<file path="src/rtl/axi_burst_pkg.sv">
// axi_burst_pkg: shared types and helpers for the AXI4 burst write master.
// Holds the FSM state enum, AXI encodings and the 4KB-crossing check.
package axi_burst_pkg;

    typedef enum logic [2:0] {
        S_IDLE,
        S_ADDR,
        S_DATA,
        S_RESP,
        S_REJECT
    } state_e;

    localparam logic [1:0] AXI_BURST_INCR  = 2'b01;
    localparam logic [1:0] AXI_RESP_OKAY   = 2'b00;
    localparam logic [1:0] AXI_RESP_EXOKAY = 2'b01;
    localparam logic [1:0] AXI_RESP_SLVERR = 2'b10;
    localparam logic [1:0] AXI_RESP_DECERR = 2'b11;

    // True when a burst of len+1 beats of 'bytes' each runs past the 4KB page.
    function automatic logic crosses_4k(
        input logic [11:0] off,
        input logic [7:0]  len,
        input int unsigned bytes
    );
        return (32'(off) + (32'(len) + 32'd1) * bytes) > 32'd4096;
    endfunction

endpackage

</file>
<file path="src/rtl/axi_wbeat_skid.sv">
// axi_wbeat_skid: one-entry registered W output stage with beat counter.
// Ports: clr_i/en_i/len_i control, in_* beat stream, w*_o AXI W, last_hs_o.
module axi_wbeat_skid #(
    parameter int unsigned DATA_BITS = 32
) (
    input  logic                   clk,
    input  logic                   rst_ni,
    input  logic                   clr_i,
    input  logic                   en_i,
    input  logic [7:0]             len_i,
    input  logic                   in_valid_i,
    output logic                   in_ready_o,
    input  logic [DATA_BITS-1:0]   in_data_i,
    input  logic [DATA_BITS/8-1:0] in_strb_i,
    output logic                   wvalid_o,
    output logic [DATA_BITS-1:0]   wdata_o,
    output logic [DATA_BITS/8-1:0] wstrb_o,
    output logic                   wlast_o,
    input  logic                   wready_i,
    output logic                   last_hs_o
);

    logic                   full_q;
    logic                   wlast_q;
    logic                   all_q;
    logic [7:0]             cnt_q;
    logic [DATA_BITS-1:0]   data_q;
    logic [DATA_BITS/8-1:0] strb_q;
    logic                   load;
    logic                   drain;

    assign drain      = full_q && wready_i;
    // Refill in the same cycle the held beat drains: sustains 1 beat/cycle.
    assign in_ready_o = en_i && !all_q && (!full_q || wready_i);
    assign load       = in_valid_i && in_ready_o;
    assign last_hs_o  = drain && wlast_q;

    assign wvalid_o = full_q;
    assign wdata_o  = data_q;
    assign wstrb_o  = strb_q;
    assign wlast_o  = wlast_q;

    always_ff @(posedge clk or negedge rst_ni) begin
        if (!rst_ni) begin
            full_q  <= 1'b0;
            wlast_q <= 1'b0;
            all_q   <= 1'b0;
            cnt_q   <= '0;
            data_q  <= '0;
            strb_q  <= '0;
        end else if (clr_i) begin
            full_q  <= 1'b0;
            wlast_q <= 1'b0;
            all_q   <= 1'b0;
            cnt_q   <= '0;
        end else if (load) begin
            full_q  <= 1'b1;
            data_q  <= in_data_i;
            strb_q  <= in_strb_i;
            wlast_q <= (cnt_q == len_i);
            all_q   <= (cnt_q == len_i);
            cnt_q   <= cnt_q + 8'd1;
        end else if (drain) begin
            full_q  <= 1'b0;
            wlast_q <= 1'b0;
        end
    end

endmodule

</file>
<file path="src/rtl/axi_master_write_burst.sv">
// axi_master_write_burst: turns one request into one AXI4 INCR write burst.
// Ports: req_* request, dat_* beat stream, done/resp report, AXI AW/W/B master.
module axi_master_write_burst
    import axi_burst_pkg::*;
#(
    parameter int unsigned ID_BITS   = 4,
    parameter int unsigned ADDR_BITS = 32,
    parameter int unsigned DATA_BITS = 32,
    parameter int unsigned MAX_BEATS = 16,
    parameter int unsigned MASTER_ID = 0
) (
    input  logic                   clk,
    input  logic                   rst,
    input  logic                   req_valid,
    output logic                   req_ready,
    input  logic [ADDR_BITS-1:0]   req_addr,
    input  logic [7:0]             req_len,
    input  logic                   dat_valid,
    output logic                   dat_ready,
    input  logic [DATA_BITS-1:0]   dat_data,
    input  logic [DATA_BITS/8-1:0] dat_strb,
    output logic                   done,
    output logic [1:0]             resp,
    output logic [ID_BITS-1:0]     AWID,
    output logic [ADDR_BITS-1:0]   AWADDR,
    output logic [7:0]             AWLEN,
    output logic [2:0]             AWSIZE,
    output logic [1:0]             AWBURST,
    output logic                   AWVALID,
    input  logic                   AWREADY,
    output logic [DATA_BITS-1:0]   WDATA,
    output logic [DATA_BITS/8-1:0] WSTRB,
    output logic                   WLAST,
    output logic                   WVALID,
    input  logic                   WREADY,
    input  logic [ID_BITS-1:0]     BID,
    input  logic [1:0]             BRESP,
    input  logic                   BVALID,
    output logic                   BREADY
);

    localparam int unsigned BYTES = DATA_BITS / 8;
    localparam logic [2:0]  SIZE  = 3'($clog2(BYTES));
    localparam logic [ID_BITS-1:0] MID = ID_BITS'(MASTER_ID);

    state_e                 state_q;
    logic                   req_ready_q;
    logic                   done_q;
    logic [1:0]             resp_q;
    logic [7:0]             len_q;
    logic [ID_BITS-1:0]     awid_q;
    logic [ADDR_BITS-1:0]   awaddr_q;
    logic [7:0]             awlen_q;
    logic [2:0]             awsize_q;
    logic [1:0]             awburst_q;
    logic                   awvalid_q;
    logic                   bready_q;

    logic accept;
    logic reject_d;
    logic w_en;
    logic last_hs;
    logic b_ok;

    assign accept   = req_valid && req_ready_q;
    assign reject_d = (32'(req_len) + 32'd1 > MAX_BEATS)
                   || crosses_4k(req_addr[11:0], req_len, BYTES);
    // The first beat may load during the AW handshake cycle; it only
    // appears on W from the following cycle.
    assign w_en     = (state_q == S_ADDR && AWREADY) || (state_q == S_DATA);
    assign b_ok     = BVALID && (BID == MID);

    assign req_ready = req_ready_q;
    assign done      = done_q;
    assign resp      = resp_q;
    assign AWID      = awid_q;
    assign AWADDR    = awaddr_q;
    assign AWLEN     = awlen_q;
    assign AWSIZE    = awsize_q;
    assign AWBURST   = awburst_q;
    assign AWVALID   = awvalid_q;
    assign BREADY    = bready_q;

    axi_wbeat_skid #(
        .DATA_BITS (DATA_BITS)
    ) u_skid (
        .clk        (clk),
        .rst_ni     (rst),
        .clr_i      (accept),
        .en_i       (w_en),
        .len_i      (len_q),
        .in_valid_i (dat_valid),
        .in_ready_o (dat_ready),
        .in_data_i  (dat_data),
        .in_strb_i  (dat_strb),
        .wvalid_o   (WVALID),
        .wdata_o    (WDATA),
        .wstrb_o    (WSTRB),
        .wlast_o    (WLAST),
        .wready_i   (WREADY),
        .last_hs_o  (last_hs)
    );

    always_ff @(posedge clk or negedge rst) begin
        if (!rst) begin
            state_q     <= S_IDLE;
            req_ready_q <= 1'b0;
            done_q      <= 1'b0;
            resp_q      <= '0;
            len_q       <= '0;
            awid_q      <= '0;
            awaddr_q    <= '0;
            awlen_q     <= '0;
            awsize_q    <= '0;
            awburst_q   <= '0;
            awvalid_q   <= 1'b0;
            bready_q    <= 1'b0;
        end else begin
            done_q <= 1'b0;
            unique case (state_q)
                S_IDLE: begin
                    if (accept) begin
                        req_ready_q <= 1'b0;
                        len_q       <= req_len;
                        if (reject_d) begin
                            state_q <= S_REJECT;
                            done_q  <= 1'b1;
                            resp_q  <= AXI_RESP_SLVERR;
                        end else begin
                            state_q   <= S_ADDR;
                            awvalid_q <= 1'b1;
                            awaddr_q  <= req_addr;
                            awlen_q   <= req_len;
                            awid_q    <= MID;
                            awsize_q  <= SIZE;
                            awburst_q <= AXI_BURST_INCR;
                        end
                    end else begin
                        req_ready_q <= 1'b1;
                    end
                end
                S_REJECT: begin
                    state_q     <= S_IDLE;
                    req_ready_q <= 1'b1;
                end
                S_ADDR: begin
                    if (AWREADY) begin
                        awvalid_q <= 1'b0;
                        state_q   <= S_DATA;
                    end
                end
                S_DATA: begin
                    if (last_hs) begin
                        state_q  <= S_RESP;
                        bready_q <= 1'b1;
                    end
                end
                S_RESP: begin
                    // A response carrying another ID is consumed and dropped.
                    if (b_ok) begin
                        bready_q    <= 1'b0;
                        resp_q      <= BRESP;
                        done_q      <= 1'b1;
                        state_q     <= S_IDLE;
                        req_ready_q <= 1'b1;
                    end
                end
                default: state_q <= S_IDLE;
            endcase
        end
    end

endmodule

</file>
<file path="config.mk">
export PLATFORM = sky130hd
export DESIGN_NAME = axi_master_write_burst
export DESIGN_NICKNAME = d
export VERILOG_FILES = /design/src/rtl/axi_burst_pkg.sv /design/src/rtl/axi_wbeat_skid.sv /design/src/rtl/axi_master_write_burst.sv
export SDC_FILE = /design/constraint.sdc
export NUM_CORES = 1
export LEC_CHECK = 0
export BUFFER_PORTS_ARGS = -buffer_cell sky130_fd_sc_hd__buf_2
export CORE_UTILIZATION = 53
export CTS_BUF_LIST = sky130_fd_sc_hd__clkbuf_16
export CTS_CLUSTER_SIZE = 28
export DETAILED_ROUTE_END_ITERATION = 8
export GPL_TIMING_DRIVEN = 0
export PLACE_DENSITY = 0.95
export RECOVER_POWER = 50
export SLEW_MARGIN = 15
export SYNTH_ARGS = -nofsm -noshare
export SYNTH_HDL_FRONTEND = slang
export SYNTH_HIERARCHICAL = 1
export SYNTH_SLANG_ARGS = --single-unit
</file>
<file path="constraint.sdc">
create_clock -name clk -period 6.56 [get_ports clk]
set_input_delay 0.328 -clock clk [delete_from_list [all_inputs] [get_ports clk]]
set_output_delay 0.328 -clock clk [all_outputs]
set_load 0.05 [all_outputs]
</file>
==> results of run 1 <==
[cell usage after synthesis, types with 4 or more instances]
cell      count  area (sq um)
nor4_1        5          31.3
nand3_1      12          60.1
nand2_1      15          56.3
xor2_1       14           123
xnor2_1       8          70.1
nor2_1       20          75.1
nor3_1        5          25.0
inv_1        10          37.5
clkbuf_1      7          26.3
ha_1         13           163
buf_6         7          78.8
o21ai_0      11          55.1
a21oi_1      12          60.1
buf_4         9          67.6
dfrtp_1     105          2630
nor2b_1       5          31.3
nand4_1       5          31.3
and3_1        4          25.0
mux2_1       37           417
mux2_2       44           495
[worst paths after layout]
check	end	slack, ps	depth (start not counted)
max	AWADDR[13]$_DFFE_PN0P_	3240	14
min	u_skid/wdata_o[25]$_DFFE_PN0P_	200	2
max reg2reg	u_skid/wstrb_o[0]$_DFFE_PN0P_	3980	8
min reg2reg	u_skid/wdata_o[18]$_DFFE_PN0P_	480	1
max in group asynchronous	u_skid/wdata_o[26]$_DFFE_PN0P_	3530	2
min in group asynchronous	AWADDR[6]$_DFFE_PN0P_	1450	2
[worst max-delay path, stage by stage]
cell and delay [ps]:
buf_2 180, ha_1 290, nand2_1 110, nor2_1 210, xor2_1 110, ha_1 400, o21ai_0 120, a32oi_1 200
o2111ai_1 120, nor3_1 250, a41oi_2 250, nor3_4 390, buf_6 210, mux2_2 350
[kinds of logic after synthesis]
group / after synthesis
DFF: 105
and+or+nand+nor: 87
muxes: 84
AOI/OAI and AO/OA: 49
buffers and inverters: 33
xor gates and xnor gates: 22
adders and majority gates: 14
other: 1
[flip-flops by register name (all words and copies together) (netlist names), 2 cells and up]
name            cells
state_q             3
resp                2
u_skid/wstrb_o      4
u_skid/wdata_o     32
AWADDR             32
AWLEN               8
len_q               8
u_skid/cnt_q        8
[layer usage]
metal	GRT usage (%)	part of all wire, %	up-vias
met4	6.08	0.86	0
li1	-	-	1775
met2	42.9	52	160
met1	26.8	41	1828
met3	5.82	7.0	7
met5	0	0	-
[per-stage QoR]
step	cells	hold WS (ps)	total power [mW]	cell area, sq um
after floorplan	401	32.4	2.39	4990
after global placement	681	462	2.75	5980
after global routing	698	194	3.41	6240
after CTS	698	196	3.31	6300
final	698	205	3.26	6240
after detailed placement	682	302	2.82	6020
[cell type report]
cell class | count | area (sq um) | share of cell area, %
inverter | 10 | 37.5 | 0.602
buffer | 23 | 173 | 2.77
clock buffer | 9 | 225 | 3.61
clock inverter | 6 | 45.0 | 0.722
sequential | 105 | 2630 | 42.1
timing repair buffer | 174 | 843 | 13.5
multi-input combinational | 263 | 2150 | 34.5
tap | 108 | 135 | 2.17
[where the power goes]
group          internal, mW  switching, mW  total (mW)
Combinational         0.444           1.25        1.69
Clock                 0.257          0.233       0.491
Sequential            0.925          0.147        1.07
[placed cells by master, fill, tap and decap left out, types with 3 or more instances in the layout]
cell,n
buf_4,9
o21a_1,3
xor2_1,14
a21boi_0,3
o21ai_0,11
conb_1,7
a31oi_1,3
dfrtp_1,105
clkbuf_1,51
inv_1,10
mux2_1,37
nor3_1,5
mux2i_1,3
and3_1,4
nor2_1,20
ha_1,13
nor4_1,5
clkbuf_16,9
nand2_1,15
a21oi_1,12
xnor2_1,8
nand4_1,5
nor2b_1,5
nand3_1,12
mux2_2,44
buf_6,7
buf_2,128
[repair_timing]
item | 4_1_cts | 5_1_grt
resized for setup | 0 | 0
endpoints found under the hold margin | 50 | 0
hold buffers | 1 | 0
==> metrics.md, run 1 <==
| Metric | Value |
|---|---|
| Syn_area_per_cell | `12.6 sq um` |
| Num Clock Sinks | `105` |
| Via count | `about 3800` |
| RSZ-0062 raised after global routing | `false` |
| Num CTS Buffers | `9` |
| Overall routing resource usage | `a little under a quarter` |
| Post-Synth Adder-Cell Area | `roughly 3.7%` |
| Final period utilization | `between 50% and 60%` |
| H-tree Lvls | `3` |
| Compound-gate portion of the synthesized area | `6.70%` |
| Prevailing post-synth register cell | `dfrtp_1` |
| CTS tree | `yes` |
| Worst Setup SP | `req_len[0]` |
| Post-synth EDFFs | `0` |
| R2r startpoint | `state_q[1]$_DFFE_PN0P_` |
| Longest Clk Path Bufs | `2` |
| Detailed Place HPWL | `around 8.6 mm` |
| Async S/R FF share, synth | `100%` |
| CP arrival | `about 3500 ps` |
| DRT Wirelength | `about 11 mm` |
| ANT nets after route | `0` |
| CP max FO | `10` |
| Number of distinct library cells after synthesis | `52` |
| CTS clk-pin slew, worst paths | `70 ps` |
| Worst setup SP type | `primary input` |
| Setup WS pre-CTS | `2890 ps` |
| Largest net degree at the start of global routing | `56` |
| Hold Vio Cnt, Final | `0` |
| Measured slew at the worst slew-check pin | `about 2800 ps` |
| Worst min path class | `primary input to register` |
| Global-route wire length before repair | `17.8 mm` |
| Post-synthesis mux area share | `19.0%` |
| Area growth, synth to finish | `25.6%` |
| Post-DR vias/cell | `5.40` |
| Filler Cells Inserted | `680` |
| Layout cells sized above 1 | `35.9%` |
| Yosys reg bits | `105` |
| Critical path type | `primary input to register` |
| Largest family of logic cells by synthesized area | `multiplexers` |
| Count of final setup violators | `0` |
| PwrDens | `522 mW/mm^2` |
| Clk Latency, worst-skew pair | `340 ps` |
| Buffer count from post-CTS setup fixing | `0` |
| DR DRC count | `0` |
| I/O pins | `183` |
| Max Slew Vio Count | `51` |
| Required @ worst endpoint | `between 6000 and 7000 ps` |
| HP Start | `dat_data[25]` |
| Pleak | `between 3 and 4 nW` |
| XOR/XNOR Fraction of Synth Area | `3.88%` |
| Nets | `689` |
| Rel. slew slack | `-87.5%` |
| Die ar. | `0.00976 sq mm` |
| Status | `complete, but fails checks` |
| Vias in the first global route | `3844` |
| Register area share after synthesis | `52.9%` |
| Max Freq | `301 MHz` |
| Row cnt | `34` |
| Post-route setup slack | `3240 ps` |
| Nature of the critical path endpoint | `register` |
| Starting Density | `a little under three fifths` |
| 1st-iter DRT viols | `about 130` |
| Root buf cell | `clkbuf_16` |
| Die Y | `just under 100 um` |
| Final Skew | `4.70 ps` |
| Max-cap violations | `1` |
| Port bufs | `172` |
| Min cycle time layout | `around 3300 ps` |
| ANT cells | `0` |
| Core area | `0.00889 sq mm` |
| RePlAce Congestion | `0.805` |
| Setup_tns | `0 ps` |
| Failing checks | `capacitance limit, slew limit` |
| Mapped Cells | `395` |
| Overflow after GRT | `0` |
| Simple-gate share of the synthesized area | `9.55%` |
| Mapped Area | `0.00497 sq mm` |
| YS warnings | `6` |
| Peak VDD IR | `0.306 mV` |
| Core Util, Final | `70.2%` |
| DR pass1 iterations | `4` |
| Die Wd | `98.8 um` |
| Initial antenna violation count | `0` |
| WL per Instance | `15.8 um` |
Note: power is estimated with default switching activity, not from simulation.
==> inputs of run 2 (changes only) <==
CORE_UTILIZATION = 50   (was 53)
PLACE_DENSITY = 0.91   (was 0.95)
clock period = 3.4 ns   (was 6.56 ns; I/O delays follow)
==> metrics.md, run 2 (same netlist as run 1, synthesis figures left out) <==
| Metric | Value |
|---|---|
| Status | `complete, but fails checks` |
| Failing checks | `capacitance limit, slew limit` |
| Critical path type | `primary input to register` |
| Max-cap violations | `1` |
| Required @ worst endpoint | `3620 ps` |
| Peak VDD IR | `~0.57 mV` |
| Rel. slew slack | `-54.5%` |
| Worst-path cell chain | `clkbuf_1, and3_1, nand3_1, xnor2_1, ha_1, o21ai_0, a32oi_1, o2111ai_1, nor3_1, a41oi_2, nor3_4, buf_12, buf_6, mux2_2` |
| Reg area | `0.00263 sq mm` |
| Max Freq | `310 MHz` |
| Starting Density | `51.3%` |
| Nature of the critical path endpoint | `register` |
| Finished Layout Cells | `725` |
| Max Slew Vio Count | `a little under 50` |
| Final Cell Area | `between 0.006 and 0.007 sq mm` |
| Port bufs | `~170` |
| Setup_tns | `0 ps` |
| Longest Clk Path Bufs | `2` |
| Overall routing resource usage | `a little over a fifth` |
| Most frequent cells in the layout | `buf_2, dfrtp_1, clkbuf_1` |
| Overflow after GRT | `0` |
| Inst Count DP | `between 700 and 800` |
| CTS tree | `yes` |
| Root buf cell | `clkbuf_16` |
| CP arrival | `between 3000 and 4000 ps` |
| Worst hold margin | `~42 ps` |
| Nets | `690` |
| Area growth, synth to finish | `27.3%` |
| Placement Cell Area | `0.00605 sq mm` |
| Num CTS Buffers | `9` |
| Worst min path class | `primary input to register` |
| Largest net degree at the start of global routing | `between 50 and 60` |
| Core area | `0.00968 sq mm` |
| Min cycle time layout | `approximately 3200 ps` |
| Commonest non-fill, non-tap cell in the layout | `buf_2` |
| Num Clock Sinks | `105` |
| ANT nets after route | `0` |
| Filler Cells Inserted | `759` |
| Pleak | `3.09 nW` |
| WL per Instance | `15.2 um` |
| Detailed Place HPWL | `8.29 mm` |
| CP max FO | `10` |
| Clk Latency, worst-skew pair | `340 ps` |
| DRT Wirelength | `between 10 and 15 mm` |
| Delay-heaviest family, CP | `simple AND/OR/NAND/NOR gates` |
| Final period utilization | `approximately 95%` |
| Vias in the first global route | `3543` |
| Measured slew at the worst slew-check pin | `2320 ps` |
| Die Y | `roughly 100 um` |
| Global-route wire length before repair | `17.0 mm` |
| Row cnt | `36` |
| Worst setup SP type | `primary input` |
| Die Wd | `102 um` |
| DR pass1 iterations | `7` |
| WP buf/inv | `3` |
| Layout cells sized above 1 | `35.8%` |
| Slowest CP cell | `mux2_2` |
| ANT cells | `0` |
| RePlAce Congestion | `0.916` |
| Hold Vio Cnt, Final | `0` |
| 1st-iter DRT viols | `131` |
| Die ar. | `0.0103 sq mm` |
| PwrDens | `1010 mW/mm^2` |
| Post-DR vias/cell | `5.18` |
| CTS clk-pin slew, worst paths | `70 ps` |
| Max stage delay on crit path | `350 ps` |
| DR DRC count | `0` |
| Via count | `3752` |
| H-tree Lvls | `3` |
| RSZ-0062 raised after global routing | `false` |
| Count of final setup violators | `0` |
| I/O pins | `183` |
| Final Skew | `between 8 and 9 ps` |
| Initial antenna violation count | `0` |
| Multi-input logic area | `0.00215 sq mm` |
==> run 2: through the flow <==
| step | util (%) | setup WS [ps] | power [mW] |
|---|---|---|---|
| after floorplan | - | 512 | 4.61 |
| after global placement | 62.1 | -107 | 5.30 |
| final | 65.3 | 174 | 6.37 |
| after detailed placement | 62.5 | -213 | 5.42 |
| after global routing | 65.3 | 15.3 | 6.69 |
| after CTS | 65.6 | 129 | 6.48 |
==> run 2: power by group <==
| part | switching, mW | internal, mW |
|---|---|---|
| clock network | 0.460 | 0.573 |
| logic | 2.41 | 0.859 |
| registers | 0.289 | 1.78 |
| total | 3.16 | 3.22 |
==> run 2: final cells by class <==
class	count	area share, %
Sequential cell	105	41.6
Multi-Input combinational cell	263	34.0
Timing Repair Buffer	175	13.8
Clock buffer	9	3.56
Buffer	23	2.73
Tap cell	133	2.63
Clock inverter	7	1.11
Inverter	10	0.594
==> run 2: worst reg2reg max path, cell delays in order, from the launching register on <==
cell	delay, ps
dfrtp_1	340
clkbuf_1	320
nand2_1	100
mux2_2	290
nor2_1	220
nand2b_4	100
nor4b_1	300
buf_4	260
buf_6	180
mux2_1	350
==> run 2: path summary, 6_finish.rpt <==
path	slack, ps	from	depth (start not counted)	end
setup / recovery	170	req_len[3]	14	AWADDR[2]$_DFFE_PN0P_
hold / removal	40	dat_data[9]	2	u_skid/wdata_o[9]$_DFFE_PN0P_
setup reg to reg	830	state_q[0]$_DFFE_PN0P_	9	u_skid/wstrb_o[1]$_DFFE_PN0P_
hold reg to reg	480	u_skid/wdata_o[26]$_DFFE_PN0P_	1	u_skid/wdata_o[26]$_DFFE_PN0P_
max in group asynchronous	810	rst	2	AWLEN[5]$_DFFE_PN0P_
min in group asynchronous	1260	rst	2	u_skid/wlast_o$_DFFE_PN0P_
==> run 2: layer usage <==
layer  track usage [%]  vias to the layer above  part of all wire, %  wire, um
li1                  -                     1779                    -         -
met1              27.1                     1817                   42      4660
met2              35.9                      141                   51      5620
met3              3.86                       15                  5.5       612
met4              8.81                        0                  1.3       147
met5                 0                        -                    0         0
==> run 2: timing repair <==
| action | CTS | global route |
|---|---|---|
| hold buffers | 1 | 0 |
| setup endpoints to repair | 0 | 35 |
| setup buffers | 0 | 1 |
| endpoints found under the hold margin | 48 | 0 |
| resized for setup | 0 | 0 |
==> inputs of run 3 (changes only) <==
HOLD_SLACK_MARGIN = 0.05   (was default)
==> metrics.md, run 3 (same netlist as run 1, synthesis figures left out) <==
| Metric | Value |
|---|---|
| Status | `complete, but fails checks` |
| Failing checks | `capacitance limit, slew limit` |
| DRT Wirelength | `12.0 mm` |
| 1st-iter DRT viols | `166` |
| Hold path cells | `2` |
| Max stage delay on crit path | `360 ps` |
| I/O pins | `183` |
| Die Wd | `slightly above 100 um` |
| R2R depth | `9` |
| Commonest non-fill, non-tap cell in the layout | `buf_2` |
| Count of final setup violators | `0` |
| Global-route wire length before repair | `between 15 and 20 mm` |
| Row cnt | `36` |
| Filler Cells Inserted | `723` |
| CP arrival | `approximately 3500 ps` |
| Nature of the critical path endpoint | `register` |
| Core area | `0.00968 sq mm` |
| Largest net degree at the start of global routing | `58` |
| Measured slew at the worst slew-check pin | `2370 ps` |
| Delay-heaviest family, CP | `simple AND/OR/NAND/NOR gates` |
| Core Util, Final | `69.2%` |
| Worst-path cell chain | `clkbuf_1, and3_1, nand3_1, xnor2_1, ha_1, o21ai_0, a32oi_1, o2111ai_1, nor3_1, a41oi_2, nor3_4, buf_12, buf_6, mux2_2` |
| Initial antenna violation count | `0` |
| Pleak | `3.25 nW` |
| Hold Vio Cnt, Final | `0` |
| DR DRC count | `0` |
| CTS clk-pin slew, worst paths | `70 ps` |
| PwrDens | `961 mW/mm^2` |
| Post-CTS resize count | `0` |
| Rel. slew slack | `-57.7%` |
| Most frequent cells in the layout | `buf_2, dfrtp_1, clkbuf_1` |
| Port bufs | `172` |
| Root buf cell | `clkbuf_16` |
| Peak VDD IR | `approximately 0.57 mV` |
| R2r startpoint | `state_q[0]$_DFFE_PN0P_` |
| Critical path type | `primary input to register` |
| WP buf/inv | `3` |
| Area growth, synth to finish | `34.9%` |
| Overall routing resource usage | `23.1%` |
| Required @ worst endpoint | `3630 ps` |
| Max Freq | `around 310 MHz` |
| Num Clock Sinks | `105` |
| Via count | `3950` |
| DR pass1 iterations | `4` |
| Overflow after GRT | `0` |
| Min cycle time layout | `3230 ps` |
| Layout cells sized above 1 | `33.7%` |
| Final Skew | `8.28 ps` |
| Finished Layout Cells | `763` |
| Post-DR vias/cell | `5.18` |
| RR Endpoint | `u_skid/wstrb_o[1]$_DFFE_PN0P_` |
| Detailed Place HPWL | `8.29 mm` |
| Slowest CP cell | `mux2_2` |
| Number of cells on the critical path | `14` |
| ANT nets after route | `0` |
| Multi-input logic area | `~0.0022 sq mm` |
| Worst R2R Setup Slack | `800 ps` |
| Longest Clk Path Bufs | `2` |
| Clk Latency, worst-skew pair | `roughly 340 ps` |
| Max-cap violations | `1` |
| CP max FO | `10` |
| Reg area | `~0.0026 sq mm` |
| Vias in the first global route | `3825` |
| H-tree Lvls | `3` |
| Die Y | `between 100 and 150 um` |
| RSZ-0062 raised after global routing | `false` |
| Num CTS Buffers | `9` |
| Setup_tns | `0 ps` |
| Worst setup SP type | `primary input` |
| Inst Count DP | `707` |
| WL per Instance | `around 16 um` |
| Worst min path class | `primary input to register` |
| Max Slew Vio Count | `49` |
| Final period utilization | `a little over nine tenths` |
| ANT cells | `0` |
| HP Start | `req_addr[12]` |
| RePlAce Congestion | `0.916` |
| Die ar. | `0.0103 sq mm` |
| CTS tree | `yes` |
| Nets | `approximately 730` |
| Starting Density | `51.3%` |
| WHS Endpoint | `AWADDR[12]$_DFFE_PN0P_` |
## run 3: cell types whose count changed in the layout (fill, tap and decap cells not counted)
cell	before	now
dlygate4sd3_1	1	39
## run 3: cell type report
cell class / count / area share [%]
Sequential cell: 105 / 39.2
Multi-Input combinational cell: 263 / 32.1
Timing Repair Buffer: 213 / 18.7
Clock buffer: 9 / 3.36
Buffer: 23 / 2.58
Tap cell: 133 / 2.48
Clock inverter: 7 / 1.05
Inverter: 10 / 0.560
## run 3: metrics by stage
step                      hold WS [ps]  area, sq um  worst slack, ps  total power, mW
after floorplan                   -126         4990              512             4.61
after global placement             386         6020             -107             5.30
after detailed placement           138         6050             -213             5.42
after CTS                         50.1         6700              129             6.51
after global routing              54.6         6700             13.8             6.74
final                             59.3         6700              167             6.44
## run 3: where the power goes
part           total (mW)  switching [mW]  internal [mW]  leakage (nW)
Sequential           2.09           0.302           1.78          1.33
Combinational        3.31            2.43          0.887          1.77
Clock                1.04           0.466          0.573         0.150
Total                6.44            3.19           3.24          3.25
## run 3: per-layer routing
metal,vias to the layer above,GRT usage (%),share of wire [%]
li1,1852,-,-
met1,1916,28.7,42
met2,155,39.5,51
met3,27,3.93,5.3
met4,0,10.1,2.1
met5,-,0,0
## run 3: what timing repair did
| action | in CTS | in global routing |
|---|---|---|
| hold endpoints to repair | 82 | 4 |
| hold buffers | 35 | 4 |
| setup endpoints to repair | 0 | 35 |
| setup buffers | 0 | 1 |
## run 3: worst max-delay path by stage
stage,from,end,slack [ps]
2_1_floorplan,req_len[3],AWADDR[10]$_DFFE_PN0P_,510
3_3_place_gp,req_len[3],AWLEN[2]$_DFFE_PN0P_,-110
3_5_place_dp,req_len[3],AWADDR[2]$_DFFE_PN0P_,-210
4_1_cts,req_len[3],AWADDR[2]$_DFFE_PN0P_,130
5_1_grt,req_len[3],AWADDR[10]$_DFFE_PN0P_,10
6_report,req_len[3],AWADDR[18]$_DFFE_PN0P_,170
